--- src/rtl/note_sequencer_if.sv ---
// Handshake bundle between the board top level and the melody player:
// beat and start/stop controls in, tone and status out.
interface note_sequencer_if;
    logic       beat_in;
    logic       play;
    logic       stop;
    logic       speaker;
    logic [3:0] note_idx;
    logic       playing;
    logic       done;

    // Board top level: drives the controls, observes tone and status.
    modport master (
        output beat_in, play, stop,
        input  speaker, note_idx, playing, done
    );

    // Melody player: consumes the controls, produces tone and status.
    modport slave (
        input  beat_in, play, stop,
        output speaker, note_idx, playing, done
    );
endinterface

--- src/rtl/note_sequencer.sv ---
// Melody player: steps through a fixed 16-entry melody ROM, one note per
// rising edge of the divider's beat output, and drives a square-wave tone
// for each note on the speaker pin.
module note_sequencer #(
    parameter int MELODY_LEN = 16
) (
    input  logic              clock,
    input  logic              reset,
    note_sequencer_if.slave   bus
);

    localparam logic [0:0] ST_IDLE    = 1'b0;
    localparam logic [0:0] ST_PLAYING = 1'b1;
    localparam logic [3:0] LAST_IDX   = 4'(MELODY_LEN - 1);

    // Melody ROM: note code per index.
    function automatic logic [3:0] rom_code(input logic [3:0] idx);
        logic [3:0] code;
        case (idx)
            4'd0:    code = 4'd1;
            4'd1:    code = 4'd2;
            4'd2:    code = 4'd3;
            4'd3:    code = 4'd4;
            4'd4:    code = 4'd5;
            4'd5:    code = 4'd6;
            4'd6:    code = 4'd7;
            4'd7:    code = 4'd8;
            4'd8:    code = 4'd0;
            4'd9:    code = 4'd8;
            4'd10:   code = 4'd7;
            4'd11:   code = 4'd6;
            4'd12:   code = 4'd5;
            4'd13:   code = 4'd4;
            4'd14:   code = 4'd3;
            default: code = 4'd2;
        endcase
        return code;
    endfunction

    // Tone half-period in 50 MHz cycles; zero marks a rest.
    function automatic logic [16:0] half_period(input logic [3:0] code);
        logic [16:0] half;
        case (code)
            4'd1:    half = 17'd95556;  // C4
            4'd2:    half = 17'd85131;  // D4
            4'd3:    half = 17'd75843;  // E4
            4'd4:    half = 17'd71586;  // F4
            4'd5:    half = 17'd63776;  // G4
            4'd6:    half = 17'd56818;  // A4
            4'd7:    half = 17'd50619;  // B4
            4'd8:    half = 17'd47778;  // C5
            default: half = 17'd0;
        endcase
        return half;
    endfunction

    logic        beat_q1;
    logic        beat_q2;
    logic        beat_rise;
    logic [0:0]  state;
    logic [0:0]  state_next;
    logic [3:0]  note_idx;
    logic [3:0]  idx_next;
    logic        done_next;
    logic        note_change;
    logic        playing;
    logic        done;
    logic [16:0] half;
    logic        tone_active;
    logic [16:0] tone_cnt;
    logic        speaker;

    // Beat edge detector; both stages reset to the divider's reset level (1)
    // so releasing reset never looks like a rising beat.
    always_ff @(posedge clock or posedge reset) begin
        if (reset) begin
            beat_q1 <= 1'b1;
            beat_q2 <= 1'b1;
        end else begin
            beat_q1 <= bus.beat_in;
            beat_q2 <= beat_q1;
        end
    end

    assign beat_rise = beat_q1 & ~beat_q2;

    // Next-state logic: stop outranks a simultaneous beat; play while
    // playing is ignored; beats are only counted once already in PLAYING.
    always_comb begin
        state_next  = state;
        idx_next    = note_idx;
        done_next   = 1'b0;
        note_change = 1'b0;
        case (state)
            ST_IDLE: begin
                if (bus.play && !bus.stop) begin
                    state_next = ST_PLAYING;
                    idx_next   = 4'd0;
                end
            end
            ST_PLAYING: begin
                if (bus.stop) begin
                    state_next  = ST_IDLE;
                    idx_next    = 4'd0;
                    note_change = 1'b1;
                end else if (beat_rise) begin
                    note_change = 1'b1;
                    if (note_idx == LAST_IDX) begin
                        state_next = ST_IDLE;
                        idx_next   = 4'd0;
                        done_next  = 1'b1;
                    end else begin
                        idx_next = note_idx + 4'd1;
                    end
                end
            end
        endcase
    end

    // Sequencer state, note index and registered status outputs.
    always_ff @(posedge clock or posedge reset) begin
        if (reset) begin
            state    <= ST_IDLE;
            note_idx <= 4'd0;
            playing  <= 1'b0;
            done     <= 1'b0;
        end else begin
            state    <= state_next;
            note_idx <= idx_next;
            playing  <= (state_next == ST_PLAYING);
            done     <= done_next;
        end
    end

    assign half        = half_period(rom_code(note_idx));
    assign tone_active = (state == ST_PLAYING) && (half != 17'd0);

    // Tone generator: count 0..half-1 then wrap and toggle; restart silent
    // on every note change, hold silent on rests and while idle.
    always_ff @(posedge clock or posedge reset) begin
        if (reset) begin
            tone_cnt <= 17'd0;
            speaker  <= 1'b0;
        end else if (note_change || !tone_active) begin
            tone_cnt <= 17'd0;
            speaker  <= 1'b0;
        end else if (tone_cnt == half - 17'd1) begin
            tone_cnt <= 17'd0;
            speaker  <= ~speaker;
        end else begin
            tone_cnt <= tone_cnt + 17'd1;
        end
    end

    assign bus.speaker  = speaker;
    assign bus.note_idx = note_idx;
    assign bus.playing  = playing;
    assign bus.done     = done;

endmodule
--- src/flat_wrapper.sv ---
// flat-port wrapper written by rule: the top's interface ports become plain ports
module note_sequencer_flat 
#(
    parameter int MELODY_LEN = 16
)
  (clock, reset, bus_beat_in, bus_play, bus_stop, bus_speaker, bus_note_idx, bus_playing, bus_done);
  note_sequencer_if bus_i ();
  input  logic clock;
  input  logic reset;
  input wire logic [$bits(bus_i.beat_in)-1:0] bus_beat_in;
  input wire logic [$bits(bus_i.play)-1:0] bus_play;
  input wire logic [$bits(bus_i.stop)-1:0] bus_stop;
  output wire logic [$bits(bus_i.speaker)-1:0] bus_speaker;
  output wire logic [$bits(bus_i.note_idx)-1:0] bus_note_idx;
  output wire logic [$bits(bus_i.playing)-1:0] bus_playing;
  output wire logic [$bits(bus_i.done)-1:0] bus_done;
  assign bus_i.beat_in = bus_beat_in;
  assign bus_i.play = bus_play;
  assign bus_i.stop = bus_stop;
  assign bus_speaker = bus_i.speaker;
  assign bus_note_idx = bus_i.note_idx;
  assign bus_playing = bus_i.playing;
  assign bus_done = bus_i.done;
  note_sequencer #(.MELODY_LEN(MELODY_LEN)) u_core (.clock(clock), .reset(reset), .bus(bus_i));
endmodule
--- config.mk ---
export PLATFORM = sky130hd
export DESIGN_NAME = note_sequencer_flat
export DESIGN_NICKNAME = d
export VERILOG_FILES = /design/src/rtl/note_sequencer_if.sv /design/src/rtl/note_sequencer.sv /design/src/flat_wrapper.sv
export SDC_FILE = /design/constraint.sdc
export NUM_CORES = 1
export LEC_CHECK = 0
export CAP_MARGIN = 10
export CORE_MARGIN = 2
export CORE_UTILIZATION = 55
export CTS_BUF_LIST = sky130_fd_sc_hd__clkbuf_8
export CTS_CLUSTER_SIZE = 28
export DETAILED_ROUTE_END_ITERATION = 10
export PLACE_DENSITY = 0.77
export SYNTH_ARGS = -nofsm -noshare
export SYNTH_HDL_FRONTEND = slang
export SYNTH_SLANG_ARGS = --single-unit
export TNS_END_PERCENT = 30
--- constraint.sdc ---
create_clock -name clock -period 4.4 [get_ports clock]
set_clock_uncertainty 0.15 [all_clocks]
set_input_delay 0.88 -clock clock [delete_from_list [all_inputs] [get_ports clock]]
set_output_delay 0.88 -clock clock [all_outputs]
set_load 0.01 [all_outputs]
======== After elaboration in Yosys (flattened, before gate mapping) ========
Memories as Yosys holds them, arrays and structs flattened.
Cells that the tools add are included.
storage, ports and cells
  memory bits (read-only) ................. 336
  latch bits .............................. 0
  register bits after elaboration ......... 26
  memories kept ........................... 2
  bits of input ports ..................... 5
  bits in writable memories ............... 0
  logic and storage cells ................. 49
operators by class
  divide/modulo/power cells ............... 0
  multiply operators ...................... 0
  reduce and logical (&&, ||, !) cells .... 8
  add/sub/neg operators ................... 3
  shift-type cells ........................ 0
  eq/ne operators ......................... 4
  bitwise gates (word level) .............. 4
  $lt $le $gt $ge ......................... 0
  multiplexer cells ....................... 21
memories
  name              depth  bits a word  read ports  clocked after memory_dff  write ports  RTL line              source
  (name not given)  16     17           1           0                         0            note_sequencer.sv:43  case (code)
  (name not given)  16     4            1           0                         0            note_sequencer.sv:19  case (idx)
operators with widths
  operator                                                               count
  17-bit 2-to-1 mux                                                      2
  17-bit by 1-bit adder with 17-bit output (second input constant)       1
  17-bit equality test                                                   1
  17-bit nonzero test                                                    1
  17-bit by 1-bit subtractor with 17-bit output (second input constant)  1
  4-bit 2-to-1 mux                                                       4
  1-bit 2-to-1 mux                                                       13
  4-bit case mux with 2 select lines                                     1
  4-bit by 1-bit adder with 4-bit output (second input constant)         1
  4-bit equality test (second input constant)                            1
  3-bit by 2-bit != test with 1-bit output (second input constant)       1
  1-bit NOT                                                              3
  1-bit logical AND                                                      2
  1-bit logical NOT                                                      2
  2-bit by 1-bit != test with 1-bit output (second input constant)       1
  1-bit case mux with 2 select lines                                     1
  2-bit AND reduction                                                    1
  2-bit nonzero test                                                     1
  1-bit AND                                                              1
  1-bit logical OR                                                       1

======== Logic depth before layout (Yosys ltp) ========
  depth in word-level cells ............... 7
  mapped depth ............................ 21

======== Least setup slack after synthesis ========
Ideal clock, no wire load.
  path kind ............................... register to register
  start point ............................. register u_core.note_idx[0] (netlist: u_core.bus.note_idx[0])
  end point ............................... register u_core.tone_cnt[13]
  arrival time ............................ 4.416 ns
  buffers on the path ..................... 3
  setup slack ............................. -0.285 ns
  data required time ...................... 4.131 ns
  stages on the path, launching flop included .. 22
  path through ............................ dfrtp_1 clkbuf_1 inv_1 ha_1 nand2b_1 and2_1 clkbuf_1 inv_1 ha_1 or2_2 o32ai_1 a21oi_1 ha_1 xnor2_1 or3_1 a21oi_1 o2111ai_1 nor4_2 nand3_2 o21bai_4 buf_4 nor2_1
on the way
  longest elaborated chain between the ends .. 7
ends and longest elaborated chain
  item                                                                                                   RTL line               source
  start, declared                                                                                        note_sequencer.sv:62   logic [3:0] note_idx;
  start signal, assigned                                                                                 note_sequencer.sv:129  note_idx <= idx_next;
  memory 16 x 4 bit *                                                                                    n/a
  memory 16 x 17 bit *                                                                                   n/a
  parallel branches: the longest is 4 deep, another holds 17-bit by 1-bit subtractor with 17-bit output  n/a
  17-bit 2-to-1 mux *                                                                                    note_sequencer.sv:144  end else if (note_change || !tone_active) begin
  end signal, assigned                                                                                   note_sequencer.sv:151  tone_cnt <= tone_cnt + 17'd1;
  end, declared                                                                                          note_sequencer.sv:70   logic [16:0] tone_cnt;
Mark *: on every way between the ends.
A chain may end at the register's enable or synchronous reset.

======== Worst setup path after layout ========
  start point ............................. register u_core.note_idx[0] (netlist: u_core.bus.note_idx[0])
  end point ............................... register u_core.speaker (netlist: u_core.bus.speaker)
on the way
  longest elaborated chain between the ends .. 7
ends and longest elaborated chain
  item                                                                                                   RTL line               source
  memory 16 x 4 bit *                                                                                    n/a
  memory 16 x 17 bit *                                                                                   n/a
  parallel branches: the longest is 5 deep, another holds 17-bit by 1-bit subtractor with 17-bit output  n/a
  end signal, assigned                                                                                   note_sequencer.sv:149  speaker <= ~speaker;
  end, declared                                                                                          note_sequencer.sv:71   logic speaker;
Marks and branches as above.

==> qor.yml <==
worst_setup_path:
  worstRegToRegCells: 16
  crit_chain: "buf_4 -> ha_1 -> ha_1 -> or2b_1 -> a21oi_1 -> nor3_1 -> a21oi_1 -> ha_2 -> inv_1 -> o311a_4 -> nor3b_4 -> xnor2_1 -> nor4_2 -> nand3_2 -> or3_1 -> a21oi_1"
  critPathBufInv: 2
  worst_r2r_endpoint: "u_core.bus.speaker$_DFFE_PP0P_"
  r2r_slack_ps: 180
  critPathMaxFanout: 11
  critical_path.endpoint_type: "flop"
  cpMaxStageDelayCell: "o311a_4"
  crit_top_cell: "a21oi_1"
  crit_type: "reg -> reg"
  cp.required_ps: 4450
  r2r-start: "u_core.bus.note_idx[0]$_DFFE_PP0P_"
  crit_family: "simple AND/OR/NAND/NOR gates"
  cp-start-kind: "flop"
  worstPathArrival_ps: 4260
  critPathMaxStageDelay_ps: 380
cells_and_area:
  finish.instance_area_um2: 2850
  nets: 338
  n_antenna_cell: 0
  final_util: 0.645
  syn2layout_area_growth_pct: 11.2
  fin_cells: 369
  fill_cells: 361
  layout-drive-gt1-share: 0.136
sta:
  hold_ws_ps: 218
  worst_pin_slew_ps: 957
  rsz0062_at_grt: "false"
  hold_viol: 0
  setup_ws_ps: 183
  max_freq_ghz: 0.237
  fin_crit_sh: 0.959
  drv_slew: 0
  max_slew_margin: 0.361
  final.min_clock_period_ps: 4220
  setup_tns_ps: 0
  setup_viol: 0
global_routing:
  antenna_found_initial: 0
  grt_pass1_wl_um: 10700
  grt.overflow.total: 0
  first_global_vias: 2204
  grt_max_degree: 27
  grt_use_total: 0.261
run_status:
  run_status: "finished clean"
floorplan:
  core_um2: 4410
  io_pins: 12
  dieArea_um2: 5220
  start_util: 0.580
  die_y_um: 72.2
  die_x_um: 72.2
  rows: 24
detailed_routing:
  vias_per_cell: 6.55
  drt_iter0_markers: 275
  first_pass_iters: 6
  totalWireLength_um: 6550
  ant_nets: 0
  routedWlPerCell_um: 17.8
  num_vias: 2417
  drc: 0
clocking:
  cts_tree: "done"
  htreeDepth: 1
  cts-root-buf: "clkbuf_8"
  insertion_delay_ps: 270
  clkTransAtPathRegs_ps: 80
  ctsHoldBuffers: 0
  cts.sinks: 26
  cts_buffer_depth: 2
  numCtsBuffers: 3
min_path:
  hold_class: "reg -> reg"
  hold_end: "u_core.beat_q2$_DFF_PP1_"
  whs_path_depth: 0
  hold_start: "u_core.beat_q1$_DFF_PP1_"
yosys:
  synthArstFlopShare: 1.00
  syn-num-nets: 322
  synth_cells: 302
  yosysWarnings: 0
  ys_seq_area_frac: 0.255
  synth-edff-count: 0
  avgSynthCellArea_um2: 8.48
  yosysUniqueCellTypes: 68
  ys.flop_type: "dfrtp_1"
  synth_seq_cells: 26
  synth_area_um2: 2560
power_and_ir_drop:
  swShare: 0.329
  p_total_mw: 0.604
  ir_worst_vdd_mv: 0.204
  powerDensity_nw_per_um2: 212
  cellLeakagePower_nw: 1.19
  p_switching_mw: 0.199
  combPwrFrac: 0.376
  p_int_mw: 0.405
  power_frac_seq: 0.407
  clkPwrFrac: 0.217
placed_design:
  dp_cells: 360
  numPortBuffers: 11
  gp_congestion: 0.975
  hpwl_um: 4900
  dp_worst_setup_slack_ps: 117
  placed_area_um2: 2730
run:
  drv_cap: 0
[Yosys cell counts, types with 6 or more instances]
library cell	number	area share
dfrtp_1	24	0.23
and3_1	8	0.020
nor3_1	9	0.018
a21oi_1	12	0.023
inv_1	15	0.022
xnor2_1	16	0.055
nand3_1	13	0.025
ha_1	15	0.073
o21ai_0	13	0.025
o211ai_1	6	0.018
xor2_1	13	0.044
nand2_1	16	0.023
nor2b_1	7	0.017
nor2_1	31	0.045
[how the worst max path moves through the flow]
stage | from | cells after the start | slack [ps] | end
after detailed placement | u_core.bus.note_idx[2]$_DFFE_PP0P_ | 15 | 120 | u_core.tone_cnt[5]$_DFF_PP0_
after global placement | u_core.bus.note_idx[2]$_DFFE_PP0P_ | 15 | 130 | u_core.tone_cnt[14]$_DFF_PP0_
after CTS | u_core.bus.note_idx[2]$_DFFE_PP0P_ | 15 | 90 | u_core.tone_cnt[5]$_DFF_PP0_
final | u_core.bus.note_idx[0]$_DFFE_PP0P_ | 16 | 180 | u_core.bus.speaker$_DFFE_PP0P_
after floorplan | u_core.bus.note_idx[0]$_DFFE_PP0P_ | 21 | 40 | u_core.tone_cnt[13]$_DFF_PP0_
after global routing | u_core.bus.note_idx[0]$_DFFE_PP0P_ | 16 | 30 | u_core.bus.speaker$_DFFE_PP0P_
[cells by family after synthesis]
| kind of cell | share of synthesized area |
|---|---|
| XOR/XNOR | 0.0992 |
| buffers and inverters | 0.0577 |
| multiplexers | 0.0196 |
| AND/OR/NAND/NOR | 0.254 |
| flip-flops | 0.255 |
| adder cells (fa/ha/maj) | 0.0733 |
| AO/OA/AOI/OAI | 0.241 |
[placed cells by master (no fill, tap or decap), drive strengths merged, types with 3 or more instances in the layout]
cell,Yosys,layout
ha,15,15
clkdlybuf4s50,0,11
mux2i,5,5
o22ai,4,4
xnor2,16,16
nand2b,4,4
nor3,9,9
clkbuf,5,3
o311a,3,3
or2,3,3
nor4,4,4
nor2b,7,7
and2,4,4
o32ai,5,5
a21oi,12,12
and3,8,8
nand2,16,16
xor2,13,13
nand4,4,4
o211ai,6,6
buf,10,15
o32a,4,4
o21ai,14,14
o31ai,5,5
nand3,14,14
inv,15,16
or3,3,3
o311ai,5,5
nor2,32,32
dfrtp,24,24
[repair_timing]
item,4_1_cts,5_1_grt
buffers inserted,0,5
endpoints found under the setup margin,0,18
resized for setup,0,6
[sequential cells by signal, indices dropped and copies added (netlist names)]
| signal | flops |
|---|---|
| u_core.beat_q1 | 1 |
| u_core.beat_q2 | 1 |
| u_core.state | 1 |
| u_core.bus.done | 1 |
| u_core.bus.note_idx | 4 |
| u_core.tone_cnt | 17 |
| u_core.bus.speaker | 1 |
[per-layer routing]
metal | routed length, um | vias to the layer above | track usage
met5 | 0 | - | 0
met4 | 164 | 0 | 0.130
li1 | - | 1143 | -
met1 | 2940 | 1151 | 0.386
met3 | 495 | 15 | 0.0236
met2 | 2950 | 108 | 0.382
[power groups by stage]
| stage | sequential [mW] | combinational [mW] | clock [mW] |
|---|---|---|---|
| finish | 0.246 | 0.227 | 0.131 |
| detailed placement | 0.250 | 0.214 | 0 |
| CTS | 0.246 | 0.215 | 0.135 |
| global placement | 0.250 | 0.213 | 0 |
| floorplan | 0.252 | 0.162 | 0 |
| global route | 0.246 | 0.244 | 0.141 |
[cell type report]
cell class	instances	area, um^2	share of cell area
Clock buffer	3	41.3	0.0145
Clock inverter	1	3.75	0.00132
Inverter	15	56.3	0.0198
Multi-Input combinational cell	246	1790	0.629
Sequential cell	26	654	0.230
Tap cell	52	65.1	0.0229
Timing Repair Buffer	26	235	0.0826
Note: power is estimated with default switching activity, not from simulation.
